--- src/rtl/bitstream_pkg.sv ---
// Shared types and constants for the bitstream frame sequencer.
//   state_t           : frame sequencer states
//   LFSR_TAPS         : feedback tap mask (bits 0,3,12,14,15), shift right, feedback into MSB
//   SEED_BASE_DEFAULT : default base seed, lane i seed = base + 16'h0101*(i+1)
package bitstream_pkg;

    typedef enum logic [2:0] {
        IDLE  = 3'd0,
        LOAD  = 3'd1,
        RUN   = 3'd2,
        DRAIN = 3'd3,
        DONE  = 3'd4
    } state_t;

    localparam logic [15:0] LFSR_TAPS         = 16'hD009;
    localparam logic [15:0] SEED_BASE_DEFAULT = 16'h001A;

    // Per-lane seed; base must be chosen so that no lane seed is zero.
    function automatic logic [15:0] lane_seed(input logic [15:0] base, input int unsigned lane);
        return base + 16'(32'h0101 * (lane + 1));
    endfunction

endpackage

--- src/rtl/bitstream_frame_sequencer_if.sv ---
// Request/response handshake bundle between host and frame sequencer.
//   req_valid/req_ready/req_value : operand request (lane i = bits [i*(WIDTH+1) +: WIDTH+1])
//   res_valid/res_ready/res_count : ones-count response
//   master : host side, slave : sequencer side
interface bitstream_frame_sequencer_if #(
    parameter int unsigned NUM_IN = 2,
    parameter int unsigned WIDTH  = 8,
    parameter int unsigned WINDOW = 256
);
    localparam int unsigned VW = NUM_IN * (WIDTH + 1);
    localparam int unsigned CW = $clog2(WINDOW + 1);

    logic          req_valid;
    logic          req_ready;
    logic [VW-1:0] req_value;
    logic          res_valid;
    logic          res_ready;
    logic [CW-1:0] res_count;

    modport master (
        output req_valid, req_value, res_ready,
        input  req_ready, res_valid, res_count
    );

    modport slave (
        input  req_valid, req_value, res_ready,
        output req_ready, res_valid, res_count
    );
endinterface

--- src/rtl/bitstream_lane_gen.sv ---
// One operand lane: seeded LFSR compared against the operand value.
//   clk, n_rst : clock, async active-low reset (loads seed)
//   load       : reseed LFSR
//   advance    : step LFSR one position
//   seed       : lane seed
//   value      : operand, 0..2**WIDTH
//   bit_c      : combinational stochastic bit, lfsr top WIDTH bits < value
module bitstream_lane_gen
    import bitstream_pkg::*;
#(
    parameter int unsigned WIDTH    = 8,
    parameter int unsigned LFSR_LEN = 16
) (
    input  logic                clk,
    input  logic                n_rst,
    input  logic                load,
    input  logic                advance,
    input  logic [LFSR_LEN-1:0] seed,
    input  logic [WIDTH:0]      value,
    output logic                bit_c
);
    localparam logic [LFSR_LEN-1:0] TAPS = LFSR_LEN'(LFSR_TAPS);

    logic [LFSR_LEN-1:0] lfsr;
    logic                fb;

    assign fb = ^(lfsr & TAPS);

    // Fibonacci LFSR, shifting right with feedback into the MSB.
    always_ff @(posedge clk or negedge n_rst) begin
        if (!n_rst) begin
            lfsr <= seed;
        end else if (load) begin
            lfsr <= seed;
        end else if (advance) begin
            lfsr <= {fb, lfsr[LFSR_LEN-1:1]};
        end
    end

    // WIDTH+1-bit compare so value 2**WIDTH always yields 1.
    assign bit_c = ({1'b0, lfsr[LFSR_LEN-1 -: WIDTH]} < value);

endmodule

--- src/rtl/bitstream_frame_sequencer.sv ---
// Sequences one stochastic-computing frame: latches operands, streams WINDOW
// bits per lane into the network, counts ones on the returned bitstream
// (delayed by PIPE_LAT) and returns the count.
//   clk, n_rst : clock, async active-low reset
//   bus        : request/response handshake (slave side)
//   abort      : synchronous frame abort, ignored in IDLE
//   bs_out     : per-lane bitstreams to the network
//   bs_valid   : bs_out carries a frame bit
//   bs_in      : result bitstream from the network
//   busy       : not IDLE
module bitstream_frame_sequencer
    import bitstream_pkg::*;
#(
    parameter int unsigned NUM_IN    = 2,
    parameter int unsigned WIDTH     = 8,
    parameter int unsigned LFSR_LEN  = 16,
    parameter int unsigned WINDOW    = 256,
    parameter int unsigned PIPE_LAT  = 0,
    parameter logic [15:0] SEED_BASE = SEED_BASE_DEFAULT
) (
    input  logic                       clk,
    input  logic                       n_rst,
    bitstream_frame_sequencer_if.slave bus,
    input  logic                       abort,
    output logic [NUM_IN-1:0]          bs_out,
    output logic                       bs_valid,
    input  logic                       bs_in,
    output logic                       busy
);
    localparam int unsigned CW      = $clog2(WINDOW + 1);
    localparam int unsigned CNT_MAX = (WINDOW > PIPE_LAT) ? WINDOW : PIPE_LAT;
    localparam int unsigned NW      = $clog2(CNT_MAX + 1);
    localparam int unsigned DRAIN_LAST = (PIPE_LAT > 0) ? PIPE_LAT - 1 : 0;

    state_t                        state, state_next;
    logic [NW-1:0]                 cnt;
    logic [CW-1:0]                 cap_cnt, cap_nxt;
    logic [NUM_IN-1:0][WIDTH:0]    val_q;
    logic [NUM_IN-1:0]             lane_bit_c;
    logic                          dvalid;
    logic                          abort_act;

    assign abort_act = abort && (state != IDLE);

    // Next-state logic; abort overrides everything outside IDLE.
    always_comb begin
        state_next = state;
        case (state)
            IDLE:  if (bus.req_valid)                state_next = LOAD;
            LOAD:                                    state_next = RUN;
            RUN:   if (cnt == NW'(WINDOW - 1))       state_next = (PIPE_LAT > 0) ? DRAIN : DONE;
            DRAIN: if (cnt == NW'(DRAIN_LAST))       state_next = DONE;
            DONE:  if (bus.res_ready)                state_next = IDLE;
            default:                                 state_next = IDLE;
        endcase
        if (abort_act) begin
            state_next = IDLE;
        end
    end

    // Capture counter, cleared in LOAD, saturating at WINDOW.
    always_comb begin
        cap_nxt = cap_cnt;
        if (state == LOAD) begin
            cap_nxt = '0;
        end else if (dvalid && bs_in && (cap_cnt != CW'(WINDOW))) begin
            cap_nxt = cap_cnt + CW'(1);
        end
    end

    // State, counters and registered outputs (decoded from next state).
    always_ff @(posedge clk or negedge n_rst) begin
        if (!n_rst) begin
            state         <= IDLE;
            cnt           <= '0;
            cap_cnt       <= '0;
            val_q         <= '0;
            bus.req_ready <= 1'b1;
            bus.res_valid <= 1'b0;
            bus.res_count <= '0;
            bs_valid      <= 1'b0;
            busy          <= 1'b0;
        end else begin
            state         <= state_next;
            cap_cnt       <= cap_nxt;
            bus.req_ready <= (state_next == IDLE);
            bus.res_valid <= (state_next == DONE);
            bs_valid      <= (state_next == RUN);
            busy          <= (state_next != IDLE);
            if (state == IDLE && bus.req_valid) begin
                val_q <= bus.req_value;
            end
            // cap_nxt already includes the final captured bit.
            if (state != DONE && state_next == DONE) begin
                bus.res_count <= cap_nxt;
            end
            case (state)
                LOAD:    cnt <= '0;
                RUN:     cnt <= (state_next == DRAIN) ? '0 : cnt + NW'(1);
                DRAIN:   cnt <= cnt + NW'(1);
                default: cnt <= cnt;
            endcase
        end
    end

    // bs_valid delayed by the network latency.
    if (PIPE_LAT == 0) begin : g_nopipe
        assign dvalid = bs_valid;
    end else begin : g_pipe
        logic [PIPE_LAT-1:0] vpipe;
        always_ff @(posedge clk or negedge n_rst) begin
            if (!n_rst) begin
                vpipe <= '0;
            end else if (abort_act) begin
                vpipe <= '0;
            end else begin
                vpipe <= PIPE_LAT'({vpipe, bs_valid});
            end
        end
        assign dvalid = vpipe[PIPE_LAT-1];
    end

    for (genvar i = 0; i < NUM_IN; i++) begin : g_lane
        bitstream_lane_gen #(
            .WIDTH    (WIDTH),
            .LFSR_LEN (LFSR_LEN)
        ) u_lane (
            .clk     (clk),
            .n_rst   (n_rst),
            .load    (state == LOAD),
            .advance (state == RUN),
            .seed    (LFSR_LEN'(lane_seed(SEED_BASE, i))),
            .value   (val_q[i]),
            .bit_c   (lane_bit_c[i])
        );
    end

    assign bs_out = bs_valid ? lane_bit_c : '0;

endmodule

--- src/flat_wrapper.sv ---
// flat-port wrapper written by rule: the top's interface ports become plain ports
module bitstream_frame_sequencer_flat import bitstream_pkg::*;
#(
    parameter int unsigned NUM_IN    = 2,
    parameter int unsigned WIDTH     = 8,
    parameter int unsigned LFSR_LEN  = 16,
    parameter int unsigned WINDOW    = 256,
    parameter int unsigned PIPE_LAT  = 0,
    parameter logic [15:0] SEED_BASE = SEED_BASE_DEFAULT
)
  (clk, n_rst, abort, bs_out, bs_valid, bs_in, busy, bus_req_valid, bus_req_value, bus_res_ready, bus_req_ready, bus_res_valid, bus_res_count);
  bitstream_frame_sequencer_if #(.NUM_IN(NUM_IN), .WIDTH(WIDTH), .WINDOW(WINDOW)) bus_i ();
  input  logic clk;
  input  logic n_rst;
  input  logic abort;
  output logic [NUM_IN-1:0] bs_out;
  output logic bs_valid;
  input  logic bs_in;
  output logic busy;
  input wire logic [$bits(bus_i.req_valid)-1:0] bus_req_valid;
  input wire logic [$bits(bus_i.req_value)-1:0] bus_req_value;
  input wire logic [$bits(bus_i.res_ready)-1:0] bus_res_ready;
  output wire logic [$bits(bus_i.req_ready)-1:0] bus_req_ready;
  output wire logic [$bits(bus_i.res_valid)-1:0] bus_res_valid;
  output wire logic [$bits(bus_i.res_count)-1:0] bus_res_count;
  assign bus_i.req_valid = bus_req_valid;
  assign bus_i.req_value = bus_req_value;
  assign bus_i.res_ready = bus_res_ready;
  assign bus_req_ready = bus_i.req_ready;
  assign bus_res_valid = bus_i.res_valid;
  assign bus_res_count = bus_i.res_count;
  bitstream_frame_sequencer #(.NUM_IN(NUM_IN), .WIDTH(WIDTH), .LFSR_LEN(LFSR_LEN), .WINDOW(WINDOW), .PIPE_LAT(PIPE_LAT), .SEED_BASE(SEED_BASE)) u_core (.clk(clk), .n_rst(n_rst), .bus(bus_i), .abort(abort), .bs_out(bs_out), .bs_valid(bs_valid), .bs_in(bs_in), .busy(busy));
endmodule
--- config.mk ---
export PLATFORM = sky130hd
export DESIGN_NAME = bitstream_frame_sequencer_flat
export DESIGN_NICKNAME = d
export VERILOG_FILES = /design/src/rtl/bitstream_pkg.sv /design/src/rtl/bitstream_frame_sequencer_if.sv /design/src/rtl/bitstream_lane_gen.sv /design/src/rtl/bitstream_frame_sequencer.sv /design/src/flat_wrapper.sv
export SDC_FILE = /design/constraint.sdc
export NUM_CORES = 1
export LEC_CHECK = 0
export ABC_AREA = 0
export CORE_MARGIN = 10
export CORE_UTILIZATION = 30
export DETAILED_ROUTE_END_ITERATION = 8
export PLACE_DENSITY = 0.55
export SYNTH_ARGS = -nofsm -noshare
export SYNTH_HDL_FRONTEND = slang
export SYNTH_SLANG_ARGS = --single-unit
--- constraint.sdc ---
create_clock -name clk -period 2 [get_ports clk]
set_input_delay 0.4 -clock clk [delete_from_list [all_inputs] [get_ports clk]]
set_output_delay 0.4 -clock clk [all_outputs]
set_load 0.01 [all_outputs]
* Word-level counts from Yosys, hierarchy flattened *
Index checks and enable logic that the tools add are counted.
W data, S select, Z words.

cells by class
  $add $sub $neg = 2
  order comparisons = 2
  equality and inequality tests = 10
  multiplexer cells = 15
  reduce and logical (&&, ||, !) cells = 14

operators with widths
  cell                   number
  $mux W16               4
  $reduce_xor A16 Y1     2
  $mux W9                3
  $pmux W9 S3            1
  $add A9 B1 Y9 const B  2
  $lt A8 B9 Y1           2
  $mux W3                5
  $pmux W3 S5            1
  $eq A3 B2 Y1 const B   4
  $eq A9 B8 Y1 const B   1
  $logic_not A9 Y1       1
  $ne A9 B9 Y1 const B   1
  $reduce_bool A3 Y1     3
  $eq A3 B3 Y1 const B   2
  $logic_not A3 Y1       2
  $logic_and A1 B1 Y1    5
  $eq A3 B1 Y1 const B   1
  $ne A3 B3 Y1 const B   1
  $mux W2                1
  $reduce_bool A2 Y1     1

storage, ports and cells
  bits in registers = 84
  input port bits = 24
  output and inout bits = 15
  logic and storage cells = 55

* Logic depth before layout (Yosys ltp) *
Gate-level depths: netlist (run 1).

  depth in word-level cells = 7
  mapped depth = 9
  gate-level depth less buffers = 9

* Worst setup path after synthesis (run 1) *
No wires, ideal clock.

  kind = register to register
  from = register u_core.cnt[0]
  to = register u_core.bus.res_count[0]
  library setup time = 128 ps
  arrival = 1949 ps
  required time = 1872 ps
  setup slack = -77 ps
  cell stages (with the launch flop) = 10
  clock period less this slack = 2077 ps
  cell sequence = dfrtp_1 > ha_1 > nand3_1 > nor2_1 > and3_1 > ha_1 > nand3b_1 > a21oi_2 > o21ai_4 > mux2_1

on the way
  cells in the longest elaborated chain, start to end = 6
  elaborated cells on any way between the ends = 8

RTL lines
  element                                                  RTL line                                                          text
  start, declared                                          bitstream_frame_sequencer.sv:36                                   logic [NW-1:0] cnt;
  start signal, assigned                                   bitstream_frame_sequencer.sv:99                                   RUN: cnt <= (state_next == DRAIN) ? '0 : cnt + NW'(1);
  start signal, assigned                                   bitstream_frame_sequencer.sv:100                                  DRAIN: cnt <= cnt + NW'(1);
  start signal, assigned                                   bitstream_frame_sequencer.sv:101                                  default: cnt <= cnt;
  $eq A9 B8 Y1 / $logic_not A9 Y1 (equally long branches)  bitstream_frame_sequencer.sv:51, bitstream_frame_sequencer.sv:52
  $mux W3 (on tied branches)                               bitstream_frame_sequencer.sv:51, bitstream_frame_sequencer.sv:52
  $pmux W3 S5 (*)                                          bitstream_frame_sequencer.sv:48                                   case (state)
  $mux W3 (*)                                              bitstream_frame_sequencer.sv:56                                   if (abort_act) begin
  $eq A3 B3 Y1 (*)                                         bitstream_frame_sequencer.sv:94                                   if (state != DONE && state_next == DONE) begin
  $logic_and A1 B1 Y1 (*)                                  bitstream_frame_sequencer.sv:94
  end signal, assigned                                     bitstream_frame_sequencer.sv:95                                   bus.res_count <= cap_nxt;
  end, declared                                            bitstream_frame_sequencer_if.sv:27                                output req_ready, res_valid, res_count

Every way passes the cells marked *; elsewhere a longest branch is shown, timed or not.
A chain may end at the register's enable or synchronous reset.

* Worst setup path after layout (run 1) *
  from = register u_core.g_lane[0].u_lane.lfsr[11]
  to = output port bs_out[0]

on the way
  cells in the longest elaborated chain, start to end = 2

RTL lines
  element                 RTL line                          text
  start, declared         bitstream_lane_gen.sv:24          logic [LFSR_LEN-1:0] lfsr;
  start signal, assigned  bitstream_lane_gen.sv:36          lfsr <= {fb, lfsr[LFSR_LEN-1:1]};
  $lt A8 B9 Y1            bitstream_lane_gen.sv:41          assign bit_c = ({1'b0, lfsr[LFSR_LEN-1 -: WIDTH]} < value);
  $mux W2                 bitstream_frame_sequencer.sv:138  assign bs_out = bs_valid ? lane_bit_c : '0;
  end, declared           flat_wrapper.sv:16                output logic [NUM_IN-1:0] bs_out;

No other way between the ends.

==> flow_summary.yaml, run 1 <==
status:
  status: "complete, but fails checks"
  violations: "negative setup slack"
logic_synthesis:
  syn_avg_cell_area_um2: 10.5
  async_flop_share_pct: 100
  synth_flop_cell: "dfrtp_1"
  synth_cells: 380
  synth_nets: 423
  synth_area_um2: 3990
  ys_seq_area_share_pct: 53.0
  synth_edf_count: 0
  synth.yosys.warnings: 0
  synth_seq_cells: 84
  synth_cell_types: 52
job:
  max-cap-violations: 0
layout:
  design_area_um2: 5600
  syn_to_final_growth_pct: 40.5
  num-fill-cells: 1245
  layout_commonest_cell: "dfrtp_1"
  multi_input_area_um2: 1930
  drive_above_1_share_pct: 31.3
  num_antenna_cells: 0
  seq_area_um2: 2110
  most-common-layout-cells: "dfrtp_1 (74), nand2_1 (62), buf_4 (52), clkdlybuf4s50_1 (35), o21ai_0 (25)"
  nets: 517
hold_path:
  hp-class: "register to register"
critical_path:
  cp.required_ns: 1.60
  startpoint: "u_core.g_lane[0].u_lane.lfsr[11]$_DFFE_PN0P_"
  crit_path_max_fanout: 2
  r2r_setup_slack_ns: -0.15
  rr_endpoint: "u_core.bus.res_count[2]$_DFFE_PN0P_"
  worst_ep_arrival_time_ns: 1.76
  path_class: "register to output pin"
  worstSetupStartpointType: "register"
  endpoint_kind: "output pin"
  r2r_start: "u_core.cnt[1]$_DFFE_PN0P_"
  reg2reg_depth: 10
  endpoint: "bs_out[0]"
cts:
  cts.sinks: 84
  cts_tree: "yes"
  htreeDepth: 3
  cts_buffers: 9
  clock_path_buffers: 2
  clockRootBuffer: "clkbuf_16"
  path_clk_slew_ns: 0.06
  insertion_delay_ns: 0.34
timing:
  layout_worst_path_cycle_share_pct: 108
  max_freq_mhz: 463
  setup_slack_ns: -0.158
  slew_headroom_pct: 71.6
  period_needed_ns: 2.16
  setup_violations: 12
  hold_viol: 0
  drv_slew: 0
  tightest_slew_ns: 0.425
  fin_skew_ns: 0.00878
  holdWs_ns: 0.481
  rsz0062_at_grt: "yes"
drt:
  ant_nets: 0
  first_pass_iters: 4
  num_vias: 3058
  drt-total-wl_um: 9300
  wl_per_cell_um: 14.2
  route.detailed.drc: 0
  avgViaCountPerCell: 4.67
  dr.first_iter.drc_count: 194
floorplan:
  die_area_um2: 18300
  rows: 42
  die-height_um: 135
  ioPinCount: 39
  core_um2: 13100
  die_x_um: 135
  initial_utilization_pct: 30.3
global_routing:
  overflow: 0
  grt_max_degree: 36
  grt_pass1_wl_um: 15500
  grt_pass1_vias: 3120
  antenna_found_initial: 0
  track_usage_pct: 10.4
placed_design:
  portBuffers: 38
  place.gp.congestion: 0.768
  place_area_um2: 4960
  place_hpwl_um: 6370
power_and_ir_drop:
  peakVddDrop_mv: 0.586
  leakagePower_nw: 2.50
  power.density_nw_per_um2: 1430
==> layout make-up <==
| class | count | share of cell area [%] |
|---|---|---|
| Inverter | 30 | 2.01 |
| Clock inverter | 5 | 1.50 |
| Clock buffer | 11 | 4.51 |
| Timing Repair Buffer | 97 | 15.9 |
| Tap cell | 176 | 3.93 |
| Sequential cell | 84 | 37.8 |
| Multi-Input combinational cell | 252 | 34.4 |
==> cells in the mapped netlist (2+ instances only) <==
cell	instances	area, µm²
a211oi_1	2	15.0
a21oi_1	19	95.1
a22o_1	22	193
a31oi_1	2	12.5
and4_1	2	17.5
clkbuf_1	10	37.5
clkbuf_8	2	27.5
dfrtp_1	74	1850
dfstp_2	10	263
ha_1	19	238
inv_1	30	113
mux2_1	9	101
mux2i_1	3	30.0
nand2_1	62	233
nand2b_1	3	18.8
nand3_1	14	70.1
nand4_1	2	12.5
nor2_1	10	37.5
nor2b_1	3	18.8
nor3b_1	3	22.5
nor4_1	3	18.8
o21ai_0	27	135
o21bai_1	2	15.0
o221ai_1	2	17.5
o22ai_1	3	18.8
o31ai_1	4	30.0
or3_2	2	15.0
or3b_2	2	17.5
or4_2	4	35.0
xnor2_1	8	70.1
==> state kept, by name (all words and copies together) (netlist names) <==
| signal | flops |
|---|---|
| u_core.bs_valid | 1 |
| u_core.bus.req_ready | 1 |
| u_core.bus.res_count | 9 |
| u_core.bus.res_valid | 1 |
| u_core.busy | 1 |
| u_core.cap_cnt | 9 |
| u_core.cnt | 9 |
| u_core.g_lane.u_lane.lfsr | 32 |
| u_core.state | 3 |
| u_core.val_q | 18 |
==> where the power goes <==
group,switching [mW],total [mW],internal [mW]
Combinational,1.70,3.45,1.75
Clock,0.686,1.85,1.16
Sequential,0.372,2.72,2.35
==> repair_timing <==
action	CTS	global route
buffers inserted	5	4
hold buffers	1	0
resized for setup	23	24
pin swaps	11	17
endpoints found under the setup margin	12	14
cloned	0	1
hold endpoints to repair	25	0
==> cell families after synthesis <==
group           after synthesis  synth area share (%)
buf+inv                      44                  4.77
xor+xnor                      8                  1.76
fa+ha+maj                    19                  5.96
flops                        84                  53.0
mux                          13                  3.58
simple gates                121                  15.6
compound gates               91                  15.3
==> through the flow <==
| step | utilization, % | power (mW) | instances | setup WS [ns] | setup TNS [ns] |
|---|---|---|---|---|---|
| floorplan | - | 4.46 | 380 | -0.0127 | -0.115 |
| global placement | 37.8 | 5.61 | 628 | -0.268 | -2.07 |
| detailed placement | 37.8 | 5.68 | 628 | -0.296 | -2.37 |
| CTS | 41.3 | 7.79 | 650 | -0.165 | -1.18 |
| global route | 42.6 | 8.64 | 655 | -0.261 | -2.83 |
| finish | 42.6 | 8.02 | 655 | -0.158 | -1.57 |
==> how the worst min path moves through the flow <==
stage / start / endpoint / slack, ns / cells after the start
5_1_grt: u_core.g_lane[0].u_lane.lfsr[1]$_DFFE_PN1P_ / u_core.g_lane[0].u_lane.lfsr[0]$_DFFE_PN1P_ / 0.50 / 2
4_1_cts: u_core.g_lane[0].u_lane.lfsr[4]$_DFFE_PN1P_ / u_core.g_lane[0].u_lane.lfsr[3]$_DFFE_PN1P_ / 0.49 / 2
6_report: u_core.val_q[0]$_DFFE_PN0P_ / u_core.val_q[0]$_DFFE_PN0P_ / 0.48 / 2
3_3_place_gp: n_rst / u_core.bus.res_count[4]$_DFFE_PN0P_ / 0.35 / 1
2_1_floorplan: n_rst / u_core.bs_valid$_DFF_PN0_ / 0.10 / 0
3_5_place_dp: n_rst / u_core.cap_cnt[4]$_DFF_PN0_ / 0.35 / 1
==> critical path, stage by stage (launching register included) <==
cell	delay [ns]
dfrtp_1	0.41
ha_4	0.25
and4_1	0.19
o21ai_1	0.09
o221ai_2	0.12
a31oi_1	0.19
buf_2	0.16
==> metal layers <==
layer / global-route usage [%] / part of all wire, % / vias up
met5: 0 / 0 / -
met4: 4.67 / 1.7 / 0
met3: 2.04 / 3.4 / 9
met2: 16.7 / 49 / 42
met1: 13.4 / 46 / 1486
li1: - / - / 1521
Note: power is estimated with default switching activity, not from simulation.
==> run 2: changes to the inputs <==
Settings changed: SKIP_CTS_REPAIR_TIMING set to 1.
==> run 2 against run 1 <==
Against the previous run: the flow finishes with violations (negative hold slack, negative setup slack); sequential share of layout area grew 0.44 points; count of clock-buffer cells in the layout is the same; first-iteration DRC count grew 3.1%; utilization down 0.47 points; highest routed layer unchanged; clock power barely moved; flip-flop and latch count unchanged; maximum frequency is 1.4% lower; sequential power about the same; global-route usage down 0.24 points; total power down 1.6%; non-clock buffer count unchanged; combinational power down 3%.
==> flow_summary.yaml, run 2 (synthesis results as in run 1) <==
status:
  status: "complete, but fails checks"
  violations: "negative hold slack, negative setup slack"
timing:
  final.setup.tns_ns: -1.57
  setup_violations: 11
  tightest_slew_ns: 0.435
  setup_slack_ns: -0.188
  layout_worst_path_cycle_share_pct: 109
  fin_skew_ns: 0.00978
  slew_headroom_pct: 71.0
  period_needed_ns: 2.19
  drv_slew: 0
  max_freq_mhz: 457
  rsz0062_at_grt: "yes"
  hold_viol: 25
  holdWs_ns: -0.0275
placed_design:
  place.gp.congestion: 0.768
  portBuffers: 38
  place_hpwl_um: 6370
  pre_cts_ws_ns: -0.296
  dp.cells: 628
global_routing:
  antenna_found_initial: 0
  grt_max_degree: 36
  grt_pass1_vias: 3056
  overflow: 0
  track_usage_pct: 10.2
  grt_pass1_wl_um: 15100
floorplan:
  initial_utilization_pct: 30.3
  die_area_um2: 18300
  die_x_um: 135
  core_um2: 13100
  rows: 42
  die-height_um: 135
  ioPinCount: 39
layout:
  largest_reg_flops: 32
  num-fill-cells: 1257
  largest_register: "u_core.g_lane.u_lane.lfsr"
  nets: 518
  syn_to_final_growth_pct: 39.0
  top_regs: "u_core.g_lane.u_lane.lfsr: 32 flops, u_core.val_q: 18 flops"
  layout_commonest_cell: "dfrtp_1"
  num_antenna_cells: 0
  finalNonFillerCells: 656
  multi_input_area_um2: 1900
  drive_above_1_share_pct: 30.0
  seq_area_um2: 2120
  most-common-layout-cells: "dfrtp_1 (73), nand2_1 (62), buf_4 (56), clkdlybuf4s50_1 (35), o21ai_0 (25)"
power_and_ir_drop:
  leakagePower_nw: 2.49
  power.density_nw_per_um2: 1430
  power.total_mw: 7.90
  peakVddDrop_mv: 0.590
drt:
  met3_length_um: 241
  wl_met1_um: 4420
  first_pass_iters: 6
  ant_nets: 0
  routed-wl-met2_um: 4480
  num_vias: 3081
  drt-total-wl_um: 9310
  avgViaCountPerCell: 4.70
  route.detailed.drc: 0
  topRoutingLayerUsed: "met4"
  dr.first_iter.drc_count: 200
  wl_per_cell_um: 14.2
critical_path:
  cp_cell_sequence: "ha_4 > a211oi_2 > o221ai_1 > a31oi_1 > buf_2"
  crit_path_max_fanout: 2
  cp.required_ns: 1.60
  crit_family: "flip-flops"
  path_class: "register to output pin"
  worst_ep_arrival_time_ns: 1.79
  endpoint_kind: "output pin"
  crit_buf_inv: 1
  max_stage_delay_ns: 0.55
  worstSetupStartpointType: "register"
  crit_slowest_cell: "dfstp_2"
cts:
  insertion_delay_ns: 0.34
  cts_buffers: 9
  clock_path_buffers: 2
  htreeDepth: 3
  cts.sinks: 84
  cts_tree: "yes"
  clockRootBuffer: "clkbuf_16"
  path_clk_slew_ns: 0.07
job:
  max-cap-violations: 0
hold_path:
  hp-class: "input pin to async pin"
run 2: final timing paths:
check / start / endpoint / slack (ns) / cells past startpoint
worst max-delay path: u_core.g_lane[1].u_lane.lfsr[9]$_DFFE_PN1P_ / bs_out[1] / -0.19 / 5
worst min-delay path: n_rst / u_core.cap_cnt[4]$_DFF_PN0_ / -0.03 / 1
worst max register to register: u_core.cnt[1]$_DFFE_PN0P_ / u_core.bus.res_count[1]$_DFFE_PN0P_ / -0.16 / 9
worst min register to register: u_core.val_q[0]$_DFFE_PN0P_ / u_core.val_q[0]$_DFFE_PN0P_ / 0.48 / 2
max in group asynchronous: n_rst / u_core.cnt[4]$_DFFE_PN0P_ / 1.44 / 2
min in group clk: u_core.val_q[0]$_DFFE_PN0P_ / u_core.val_q[0]$_DFFE_PN0P_ / 0.48 / 2
run 2: where the power goes:
group          switching [mW]  internal [mW]  total (mW)
clock                   0.690           1.16        1.85
sequential              0.361           2.35        2.71
combinational            1.66           1.67        3.33
total                    2.71           5.19        7.90
run 2: layout make-up:
cell class	count	share of cell area, %
well taps	176	3.98
inverters	30	2.03
repair buffers	97	15.4
clock inverters	5	1.51
clock buffers	11	4.56
flip-flops and latches	84	38.2
multi-input cells	253	34.3
run 2: metal layers:
layer | track usage (%) | up-vias
li1 | - | 1525
met1 | 13.1 | 1520
met2 | 16.1 | 25
met3 | 2.04 | 11
met4 | 4.67 | 0
met5 | 0 | -
run 2: metrics by stage:
stage / instance area (µm²) / util (%)
global placement: 4960 / 37.8
floorplan: 4030 / -
finish: 5540 / 42.2
CTS: 5300 / 40.4
global route: 5540 / 42.2
detailed placement: 4960 / 37.8
